<file path="src/rtl/ps2_lr_decoder.sv">
// ps2_lr_decoder
//   Receives PS/2 keyboard frames and turns the extended Left/Right arrow
//   make/break sequences into level outputs for the ball-position logic.
//
//   Optional feature: define PS2_PARITY_CHECK_EN to reject frames whose
//   parity bit fails the odd-parity rule (frame_err, byte discarded).
//   Undefined, the parity bit is clocked past but ignored.
//
// Parameters
//   TIMEOUT_CYCLES : clkdiv cycles allowed between PS/2 falling edges in a frame
//
// Ports
//   clkdiv     in   system clock, all state on its rising edge
//   reset      in   asynchronous, active-high reset
//   ps2_clk    in   raw keyboard clock (asynchronous)
//   ps2_data   in   raw keyboard data (asynchronous)
//   left       out  high while Left-arrow is held
//   right      out  high while Right-arrow is held
//   byte_valid out  one-cycle pulse per accepted byte
//   scan_code  out  last accepted byte
//   frame_err  out  one-cycle pulse on a rejected frame
module ps2_lr_decoder #(
    parameter int unsigned TIMEOUT_CYCLES = 20000
) (
    input  logic       clkdiv,
    input  logic       reset,
    input  logic       ps2_clk,
    input  logic       ps2_data,
    output logic       left,
    output logic       right,
    output logic       byte_valid,
    output logic [7:0] scan_code,
    output logic       frame_err
);

    localparam int unsigned TW = (TIMEOUT_CYCLES < 2) ? 1 : $clog2(TIMEOUT_CYCLES + 1);
    localparam logic [TW-1:0] T_LAST = TW'(TIMEOUT_CYCLES - 1);

    localparam logic [7:0] CODE_EXT   = 8'hE0;
    localparam logic [7:0] CODE_BRK   = 8'hF0;
    localparam logic [7:0] CODE_LEFT  = 8'h6B;
    localparam logic [7:0] CODE_RIGHT = 8'h74;

    typedef enum logic [1:0] {
        IDLE,
        DATA,
        PARITY,
        STOP
    } state_t;

    state_t state, state_next;

    logic [1:0]    clk_sync;
    logic [1:0]    data_sync;
    logic          clk_prev;
    logic          fall;
    logic          din;

    logic [2:0]    bit_cnt;
    logic [7:0]    shift;
    logic [TW-1:0] tcnt;
    logic          timeout;
    logic          parity_ok;
    logic          accept;
    logic          reject;

    logic          ext;
    logic          brk;

`ifdef PS2_PARITY_CHECK_EN
    logic          parity_bit;
`endif

    // ------------------------------------------------------------------
    // Synchronizers and falling-edge detect (idle level of the bus is 1)
    // ------------------------------------------------------------------
    always_ff @(posedge clkdiv or posedge reset) begin
        if (reset) begin
            clk_sync  <= '1;
            data_sync <= '1;
            clk_prev  <= 1'b1;
        end else begin
            clk_sync  <= {clk_sync[0], ps2_clk};
            data_sync <= {data_sync[0], ps2_data};
            clk_prev  <= clk_sync[1];
        end
    end

    assign fall = clk_prev & ~clk_sync[1];
    assign din  = data_sync[1];

    // Timeout fires once TIMEOUT_CYCLES edges have elapsed since the last
    // falling edge while a frame is in progress.
    assign timeout = (state != IDLE) && !fall && (tcnt == T_LAST);

`ifdef PS2_PARITY_CHECK_EN
    // Odd parity: data bits XOR parity bit must be 1.
    assign parity_ok = ^{shift, parity_bit};
`else
    assign parity_ok = 1'b1;
`endif

    // ------------------------------------------------------------------
    // Frame FSM: state register
    // ------------------------------------------------------------------
    always_ff @(posedge clkdiv or posedge reset) begin
        if (reset) begin
            state <= IDLE;
        end else begin
            state <= state_next;
        end
    end

    // ------------------------------------------------------------------
    // Frame FSM: next state
    // ------------------------------------------------------------------
    always_comb begin
        state_next = state;
        if (timeout) begin
            state_next = IDLE;
        end else if (fall) begin
            case (state)
                IDLE:    if (!din) state_next = DATA;
                DATA:    if (bit_cnt == 3'd7) state_next = PARITY;
                PARITY:  state_next = STOP;
                STOP:    state_next = IDLE;
                default: state_next = IDLE;
            endcase
        end
    end

    // ------------------------------------------------------------------
    // Frame FSM: outputs (strobes registered below)
    // ------------------------------------------------------------------
    always_comb begin
        accept = 1'b0;
        reject = 1'b0;
        if (timeout) begin
            reject = 1'b1;
        end else if (state == STOP && fall) begin
            if (din && parity_ok) begin
                accept = 1'b1;
            end else begin
                reject = 1'b1;
            end
        end
    end

    // ------------------------------------------------------------------
    // Frame datapath: shift register, bit counter, timeout counter
    // ------------------------------------------------------------------
    always_ff @(posedge clkdiv or posedge reset) begin
        if (reset) begin
            shift   <= '0;
            bit_cnt <= '0;
            tcnt    <= '0;
        end else begin
            if (state == IDLE || fall) begin
                tcnt <= '0;
            end else if (tcnt != T_LAST) begin
                tcnt <= tcnt + 1'b1;
            end

            if (fall) begin
                case (state)
                    IDLE: begin
                        bit_cnt <= '0;
                    end
                    DATA: begin
                        shift   <= {din, shift[7:1]};
                        bit_cnt <= bit_cnt + 1'b1;
                    end
                    default: ;
                endcase
            end
        end
    end

`ifdef PS2_PARITY_CHECK_EN
    always_ff @(posedge clkdiv or posedge reset) begin
        if (reset) begin
            parity_bit <= 1'b0;
        end else if (state == PARITY && fall) begin
            parity_bit <= din;
        end
    end
`endif

    // ------------------------------------------------------------------
    // Byte layer: prefix flags and arrow levels.  Levels move only on the
    // edge that raises byte_valid, so they are glitch-free under typematic
    // repeat (a repeated make rewrites the same value).
    // ------------------------------------------------------------------
    always_ff @(posedge clkdiv or posedge reset) begin
        if (reset) begin
            byte_valid <= 1'b0;
            frame_err  <= 1'b0;
            scan_code  <= '0;
            ext        <= 1'b0;
            brk        <= 1'b0;
            left       <= 1'b0;
            right      <= 1'b0;
        end else begin
            byte_valid <= accept;
            frame_err  <= reject;
            if (accept) begin
                scan_code <= shift;
                if (shift == CODE_EXT) begin
                    ext <= 1'b1;
                end else if (shift == CODE_BRK) begin
                    brk <= 1'b1;
                end else begin
                    if (ext) begin
                        if (shift == CODE_LEFT) begin
                            left <= ~brk;
                        end else if (shift == CODE_RIGHT) begin
                            right <= ~brk;
                        end
                    end
                    ext <= 1'b0;
                    brk <= 1'b0;
                end
            end
        end
    end

endmodule

</file>
<file path="config.mk">
export PLATFORM = sky130hd
export DESIGN_NAME = ps2_lr_decoder
export DESIGN_NICKNAME = d
export VERILOG_FILES = /design/src/rtl/ps2_lr_decoder.sv
export SDC_FILE = /design/constraint.sdc
export NUM_CORES = 1
export LEC_CHECK = 0
export ABC_AREA = 1
export CORE_MARGIN = 3
export CORE_UTILIZATION = 40
export DETAILED_ROUTE_END_ITERATION = 8
export DONT_BUFFER_PORTS = 1
export GPL_TIMING_DRIVEN = 1
export PLACE_DENSITY = 0.55
export SETUP_SLACK_MARGIN = 0.3
export SLEW_MARGIN = 40
export SYNTH_ARGS = -nofsm -noshare
export SYNTH_HDL_FRONTEND = slang
export SYNTH_SLANG_ARGS = --single-unit
</file>
<file path="constraint.sdc">
create_clock -name clkdiv -period 3.46 [get_ports clkdiv]
set_input_delay 1.038 -clock clkdiv [delete_from_list [all_inputs] [get_ports clkdiv]]
set_output_delay 1.038 -clock clkdiv [all_outputs]
set_load 0.1 [all_outputs]
</file>
==> qor.yml, run 1 <==
yosys:
  ys_ff_latch: 47
  synth_cell_types: 27
  syn_nets: 284
  synth_seq_area_share: 0.507
  synthesis.area_sq_mm: 0.00233
  ys.warnings.count: 0
  synthCells: 272
  synth_area_per_cell_sq_um: 8.57
cells_and_area:
  layout_commonest_cell: "nand2_1"
  drive_above_1_share: 0.184
  post-route-util: 0.449
  layout_common_cells: "65 x nand2_1, 33 x dfrtp_1, 32 x nor2_1, 26 x inv_1, 19 x nand3_1"
  final_cell_area_sq_mm: 0.00250
  synthToLayoutAreaGrowth_pct: 7.24
  final_nets: 288
  diodes: 0
timing:
  slew_viol_final: 0
  fin_tns_setup_ns: 0
  fmax_mhz: 443
  post-route-period-util: 0.653
  relSlewSlack: 0.407
  rsz0062_at_grt: "no"
  hold_viol: 0
  worstMarginPinSlew_ns: 0.889
  min_period_ns: 2.26
  worst_clock_skew_ns: 0.00653
  finalSetupViolCount: 0
power:
  seqPwrFrac: 0.570
  power_mw: 1.48
  switching_share: 0.393
  p_int_mw: 0.897
  p_sw_mw: 0.581
  worst_ir_drop_vdd_v: 0.000255
  powerDensity_mw_per_mm2: 591
  leakage_nw: 1.22
  pwr-share-comb: 0.214
  clkPwrFrac: 0.215
min_path:
  holdPathStages: 0
  worstHoldPathType: "flop to flop"
placement:
  io_buffers: 0
  dpl.hpwl_mm: 2.88
  placed_area_sq_mm: 0.00241
  place_congestion: 0.780
route:
  drt_iter0_drc: 101
  vias: 1651
  first_pass_iters: 4
  wl_per_cell_um: 11.6
  route.detailed.drc: 0
  wirelength_mm: 4.03
  viasPerCell: 4.73
  final_antenna_net_count: 0
global_routing:
  grt_usage: 0.137
  grt_pass1_wl_mm: 7.20
  antenna_found_initial: 0
  grt_max_degree: 48
  grt-ovfl-total: 0
  grt_pass1_vias: 1585
clock_network:
  postCtsSetupBuffers: 0
  cts_hold_buf: 0
  cts-root-buf: "clkbuf_8"
  clk_pin_slew_ns: 0.08
  numCtsBuffers: 5
  cts_tree: "built"
  clk_path_buf_depth: 2
  cts_resized: 0
  cts.sinks: 47
  cts.htree.levels: 2
  clk_latency_ns: 0.29
floorplan:
  ios: 16
  die_w_um: 82.4
  die_y_um: 82.4
  dieArea_sq_mm: 0.00678
  initial_utilization: 0.418
  core_sq_mm: 0.00557
  rows: 27
setup_path:
  crit_type: "flop to output pin"
  crit_fanout: 2
  crit_arrival_ns: 1.22
  endpoint_kind: "output pin"
  worstSetupStartpointType: "flop"
  cp.depth: 0
  worstRegToRegCells: 8
  crit_required_ns: 2.42
status:
  outcome: "finished, final reports clean"
run:
  cap_violations: 0
==> sequential cells by signal (all words and copies together) (netlist names) <==
register    flops
scan_code       8
frame_err       1
left            1
state           2
ext             1
right           1
shift           8
byte_valid      1
brk             1
tcnt           15
bit_cnt         3
clk_prev        1
data_sync       2
clk_sync        2
==> metal layers <==
metal  share of wire  wire length (um)  vias up  track usage
li1                -                 -      872            -
met1            0.53              2130      757        0.190
met2            0.43              1750       17        0.208
met3           0.029               116        5       0.0369
met4          0.0087                35        0       0.0449
met5               0                 0        -            0
==> final timing paths <==
path | end | from | slack, ns
worst max-delay path | scan_code[1] | scan_code[1] | 1.20
worst min-delay path | clk_sync[1] | clk_sync[0] | 0.35
worst max register to register | state[1] | state[0] | 1.79
worst min register to register | clk_sync[1] | clk_sync[0] | 0.35
max in group asynchronous | scan_code[0] | reset | 2.36
min in group asynchronous | tcnt[5] | reset | 0.68
==> power groups by stage <==
stage | sequential, mW | clock [mW] | combinational, mW
2_1_floorplan | 0.832 | 0 | 0.266
3_3_place_gp | 0.849 | 0 | 0.317
3_5_place_dp | 0.851 | 0 | 0.320
4_1_cts | 0.841 | 0.339 | 0.322
5_1_grt | 0.861 | 0.361 | 0.377
6_report | 0.843 | 0.318 | 0.317
==> logic make-up after synthesis <==
kind of cell | share of synthesized area
DFF | 0.507
adders and majority gates | 0.0429
and+or+nand+nor | 0.313
buffers and inverters | 0.0628
AOI/OAI and AO/OA | 0.0746
==> final cells by class <==
cell class                      instances  area [sq um]
Clock buffer                            8          80.1
Sequential cell                        47          1190
Fill cell                             564          3070
Inverter                               35           134
Multi-Input combinational cell        187          1000
Tap cell                               72          90.1
==> stage by stage <==
| step | hold WS, ns | cells | worst slack, ns |
|---|---|---|---|
| floorplan | 0.345 | 272 | 1.31 |
| global placement | 0.348 | 341 | 1.51 |
| detailed placement | 0.349 | 341 | 1.50 |
| CTS | 0.357 | 349 | 1.16 |
| global route | 0.356 | 349 | 1.16 |
| finish | 0.353 | 349 | 1.20 |
==> synthesized netlist by cell type, drive strengths merged <==
master	count	area share
dfstp	5	0.056
nand3	23	0.061
inv	34	0.055
o21ai	24	0.051
clkbuf	1	0.0021
ha	8	0.043
nor2	37	0.085
dfrtp	42	0.45
clkinv	1	0.0016
nor3	6	0.017
o31ai	1	0.0032
nand4	6	0.016
buf	2	0.0043
a21oi	7	0.020
nand2	72	0.13
or2	3	0.0080
Note: power is estimated with default switching activity, not from simulation.
==> run 2: changes to the inputs <==
PLACE_DENSITY = 0.57   (was 0.55)
clock period = 1.87 ns   (was 3.46 ns; I/O delays follow)
==> run 2 against run 1 <==
Compared with the run above: sequential share of layout area is 3.8 points lower; cell count up 6.6%; sequential power is 58% higher; non-clock buffer count is 23 higher; flip-flop and latch count stayed put; die area is the same; core utilization is 3.4 points higher; count of clock-buffer cells in the layout shrank 2; critical path type unchanged; critical endpoint is now left.
==> qor.yml, run 2 (synthesized netlist as in run 1, its figures left out) <==
route:
  wl_met1_mm: 2.11
  maxUsedRoutingLayer: "met4"
  wl_met3_um: 152
  final_antenna_net_count: 0
  wirelength_mm: 4.13
  vias: 1705
  first_pass_iters: 4
  routed-wl-met2_mm: 1.79
  wl_per_cell_um: 11.1
  viasPerCell: 4.58
  drt_iter0_drc: 83
  route.detailed.drc: 0
placement:
  place_congestion: 0.782
  place_ws_ns: 0.277
  io_buffers: 0
  dpl.hpwl_mm: 3.04
  placed_area_sq_mm: 0.00253
timing:
  fin_tns_setup_ns: 0
  relSlewSlack: 0.707
  min_period_ns: 1.51
  slew_viol_final: 0
  finalSetupViolCount: 0
  rsz0062_at_grt: "no"
  whs_ns: 0.125
  worstMarginPinSlew_ns: 0.439
  hold_viol: 0
  post-route-period-util: 0.809
  worst_clock_skew_ns: 0.0102
  fmax_mhz: 661
  worst_slack_ns: 0.357
setup_path:
  r2r_end: "left"
  critical-path-max-stage-delay_ns: 0.36
  cp.depth: 1
  worstRegToRegCells: 7
  crit_type: "flop to output pin"
  crit_start: "left"
  crit_family: "flip-flops"
  endpoint_kind: "output pin"
  crit_arrival_ns: 0.95
  critPathBufInv: 1
  worstSetupStartpointType: "flop"
  critPathSlowestCell: "dfrtp_1"
  crit_required_ns: 1.31
  worstSetupEndpoint: "left"
  cp_cell_sequence: "buf_4"
  crit_fanout: 2
  r2r_start: "clk_prev"
  r2r_slack_ns: 0.48
global_routing:
  grt_pass1_vias: 1551
  grt_max_degree: 24
  antenna_found_initial: 0
  grt-ovfl-total: 0
  grt_pass1_wl_mm: 7.03
  grt_usage: 0.136
min_path:
  worstHoldPathType: "input pin to asynchronous set/reset pin"
floorplan:
  die_w_um: 82.4
  die_y_um: 82.4
  rows: 27
  core_sq_mm: 0.00557
  ios: 16
  initial_utilization: 0.418
  dieArea_sq_mm: 0.00678
status:
  outcome: "finished, final reports clean"
cells_and_area:
  diodes: 0
  final_nets: 311
  multi_input_area_sq_mm: 0.00101
  fill_cells: 554
  max_flop_register: "tcnt"
  ff_latch_area_sq_mm: 0.00118
  layout_commonest_cell: "nand2_1"
  top_regs: "tcnt: 15 flops, scan_code: 8 flops, shift: 8 flops"
  layout_common_cells: "65 x nand2_1, 42 x dfrtp_1, 32 x nor2_1, 26 x inv_1, 21 x buf_4"
  final_cell_area_sq_mm: 0.00269
  synthToLayoutAreaGrowth_pct: 15.3
  drive_above_1_share: 0.227
  largest_reg_flops: 15
clock_network:
  clk_path_buf_depth: 2
  clk_latency_ns: 0.30
  cts.sinks: 47
  clk_pin_slew_ns: 0.09
  cts-root-buf: "clkbuf_8"
  cts_tree: "built"
  cts.htree.levels: 2
  numCtsBuffers: 5
power:
  leakage_nw: 1.36
  worst_ir_drop_vdd_v: 0.000577
  powerDensity_mw_per_mm2: 1070
  power_mw: 2.89
run:
  cap_violations: 0
[run 2: cell types whose count changed in the layout (fill, tap and decap cells not counted), sizes merged]
cell / delta
inv: -1
clkinv: +1
buf: +23
clkbuf: -2
clkinvlp: +2
[run 2: how the worst min path moves through the flow]
stage              endpoint  slack, ns  depth (start not counted)
2_1_floorplan   clk_sync[1]       0.35                          0
3_3_place_gp   data_sync[1]       0.35                          0
3_5_place_dp    clk_sync[1]       0.35                          0
4_1_cts            shift[0]       0.13                          1
5_1_grt            shift[0]       0.14                          1
6_report           shift[1]       0.13                          1
[run 2: through the flow]
step	util	cells
3_3_place_gp	0.454	355
5_1_grt	0.483	372
2_1_floorplan	-	272
6_report	0.483	372
3_5_place_dp	0.454	355
4_1_cts	0.473	366
[run 2: final cells by class]
type | count | area share
Sequential cell | 47 | 0.440
Timing Repair Buffer | 23 | 0.0702
Multi-Input combinational cell | 187 | 0.375
Tap cell | 72 | 0.0335
Clock buffer | 6 | 0.0270
Inverter | 35 | 0.0502
Clock inverter | 2 | 0.00465
[run 2: power breakdown]
| group | switching (mW) | internal [mW] | total, mW |
|---|---|---|---|
| registers | 0.139 | 1.19 | 1.33 |
| logic | 0.647 | 0.317 | 0.964 |
| clock network | 0.333 | 0.262 | 0.595 |
[run 2: metal layers]
| metal | track usage | vias up |
|---|---|---|
| met3 | 0.0304 | 7 |
| met4 | 0.0648 | 0 |
| met5 | 0 | - |
| met1 | 0.187 | 759 |
| li1 | - | 918 |
| met2 | 0.202 | 21 |
[run 2: timing repair]
action	CTS	global route
gates resized for setup	0	2
pin swaps	1	1
endpoints found under the setup margin	2	7
setup buffers	3	6
hold buffers	0	0
==> run 3: changes to the inputs <==
PLACE_DENSITY = 0.55   (was 0.57)
clock period = 1.5 ns   (was 1.87 ns; I/O delays follow)
==> run 3 against run 2 <==
Compared with the run above: final area rose by 24%; critical endpoint is now scan_code[5]; clock power rose by 61%; die area did not move; sequential power rose by 51%; wire length rose by 23%; combinational power rose by 73%; via count rose by 12%; non-clock buffer count rose by 16; clock skew rose by 0.0034 ns; sequential share of layout area fell by 6.9 points; cell count rose by 4.8%; hold slack improved by 0.016 ns.
==> qor.yml, run 3 (synthesized netlist as in run 1, its figures left out) <==
status:
  outcome: "finished, final reports clean"
cells_and_area:
  max_flop_register: "tcnt"
  final_nets: 329
  layout_commonest_cell: "nand2_1"
  largest_reg_flops: 15
  fin_cells: 390
  drive_above_1_share: 0.531
  layout_common_cells: "43 x nand2_1, 26 x nand2_2, 26 x buf_4, 24 x dfrtp_1, 20 x nor2_1"
  synthToLayoutAreaGrowth_pct: 42.8
  fill_cells: 469
  top_regs: "tcnt: 15 flops, scan_code: 8 flops, shift: 8 flops"
  final_cell_area_sq_mm: 0.00333
  post-route-util: 0.597
  diodes: 0
setup_path:
  r2r_start: "state[1]"
  endpoint_kind: "output pin"
  cp.depth: 0
  worstSetupStartpointType: "flop"
  crit_arrival_ns: 0.94
  crit_type: "flop to output pin"
  worstRegToRegCells: 6
  r2r_end: "state[0]"
  crit_required_ns: 1.05
  crit_fanout: 2
  crit_start: "scan_code[5]"
  r2r_slack_ns: 0.15
clock_network:
  cts.htree.levels: 2
  clk_path_buf_depth: 2
  cts_tree: "built"
  cts-root-buf: "clkbuf_8"
  clk_pin_slew_ns: 0.10
  numCtsBuffers: 5
  clk_latency_ns: 0.31
  cts.sinks: 47
route:
  vias: 1907
  first_pass_iters: 5
  wl_per_cell_um: 13.0
  viasPerCell: 4.89
  drt_iter0_drc: 62
  route.detailed.drc: 0
  wirelength_mm: 5.07
  final_antenna_net_count: 0
power:
  pwr-share-comb: 0.360
  switching_share: 0.391
  p_int_mw: 2.82
  power_mw: 4.63
  leakage_nw: 1.48
  clkPwrFrac: 0.206
  worst_ir_drop_vdd_v: 0.000741
  powerDensity_mw_per_mm2: 1390
  seqPwrFrac: 0.434
  p_sw_mw: 1.81
floorplan:
  core_sq_mm: 0.00557
  rows: 27
  die_y_um: 82.4
  dieArea_sq_mm: 0.00678
  ios: 16
  initial_utilization: 0.418
  die_w_um: 82.4
run:
  cap_violations: 0
timing:
  relSlewSlack: 0.794
  finalSetupViolCount: 0
  worstMarginPinSlew_ns: 0.309
  rsz0062_at_grt: "yes"
  min_period_ns: 1.39
  fmax_mhz: 717
  hold_viol: 0
  slew_viol_final: 0
  fin_tns_setup_ns: 0
  worst_clock_skew_ns: 0.0136
  post-route-period-util: 0.930
global_routing:
  grt_pass1_vias: 1691
  grt-ovfl-total: 0
  antenna_found_initial: 0
  grt_usage: 0.146
  grt_max_degree: 22
  grt_pass1_wl_mm: 7.59
placement:
  io_buffers: 0
  numPlacedInstances: 345
  dpl.hpwl_mm: 3.07
  place_congestion: 0.743
  placed_area_sq_mm: 0.00249
min_path:
  worstHoldPathType: "input pin to flop"
  holdPathStages: 0
  whs_endpoint: "data_sync[0]"
  min_from: "ps2_data"
## run 3: cell types whose count changed in the layout (fill, tap and decap cells not counted), moves of 6 or more
cell,delta
nand2_1,-22
nand2_2,+20
dfrtp_1,-18
dfrtp_4,+12
nor2_1,-12
nor2_2,+9
o21ai_0,-9
nand3_1,-8
inv_1,-7
dfrtp_2,+6
o21ai_2,+6
## run 3: area by class of cell
| cell class | count | area (sq um) | area share |
|---|---|---|---|
| inverter | 35 | 150 | 0.0451 |
| clock inverter | 3 | 46.3 | 0.0139 |
| tap | 72 | 90.1 | 0.0271 |
| clock buffer | 5 | 68.8 | 0.0207 |
| sequential | 47 | 1230 | 0.371 |
| multi-input combinational | 189 | 1360 | 0.407 |
| timing repair buffer | 39 | 383 | 0.115 |
## run 3: power by group through the flow
stage	registers, mW	clock network [mW]	logic [mW]
floorplan	1.93	0	0.638
global placement	1.97	0	0.777
detailed placement	1.97	0	0.787
CTS	1.97	0.991	1.17
global route	2.05	1.03	1.82
finish	2.01	0.956	1.67
## run 3: timing repair
action | in CTS | in global routing
resized for setup | 50 | 75
pin swaps | 14 | 18
setup buffers | 12 | 22
endpoints found under the setup margin | 52 | 54
cloned | 0 | 2
endpoints found under the hold margin | 3 | 0
hold buffers | 1 | 0
## run 3: worst max path at each step
stage	to	slack [ns]
4_1_cts	scan_code[5]	0.09
3_3_place_gp	state[0]	0.15
6_report	scan_code[5]	0.11
3_5_place_dp	state[1]	0.09
2_1_floorplan	left	0.24
5_1_grt	left	0.08
## run 3: stage by stage
stage	setup slack, ns	hold slack [ns]
6_report	0.105	0.141
4_1_cts	0.0927	0.122
5_1_grt	0.0754	0.116
3_3_place_gp	0.149	0.338
2_1_floorplan	0.239	0.345
3_5_place_dp	0.0907	0.338
## run 3: routing by layer
| metal | global-route usage | part of all wire |
|---|---|---|
| met5 | 0 | 0 |
| met3 | 0.0412 | 0.038 |
| met4 | 0.0482 | 0.017 |
| met1 | 0.196 | 0.46 |
| met2 | 0.226 | 0.48 |
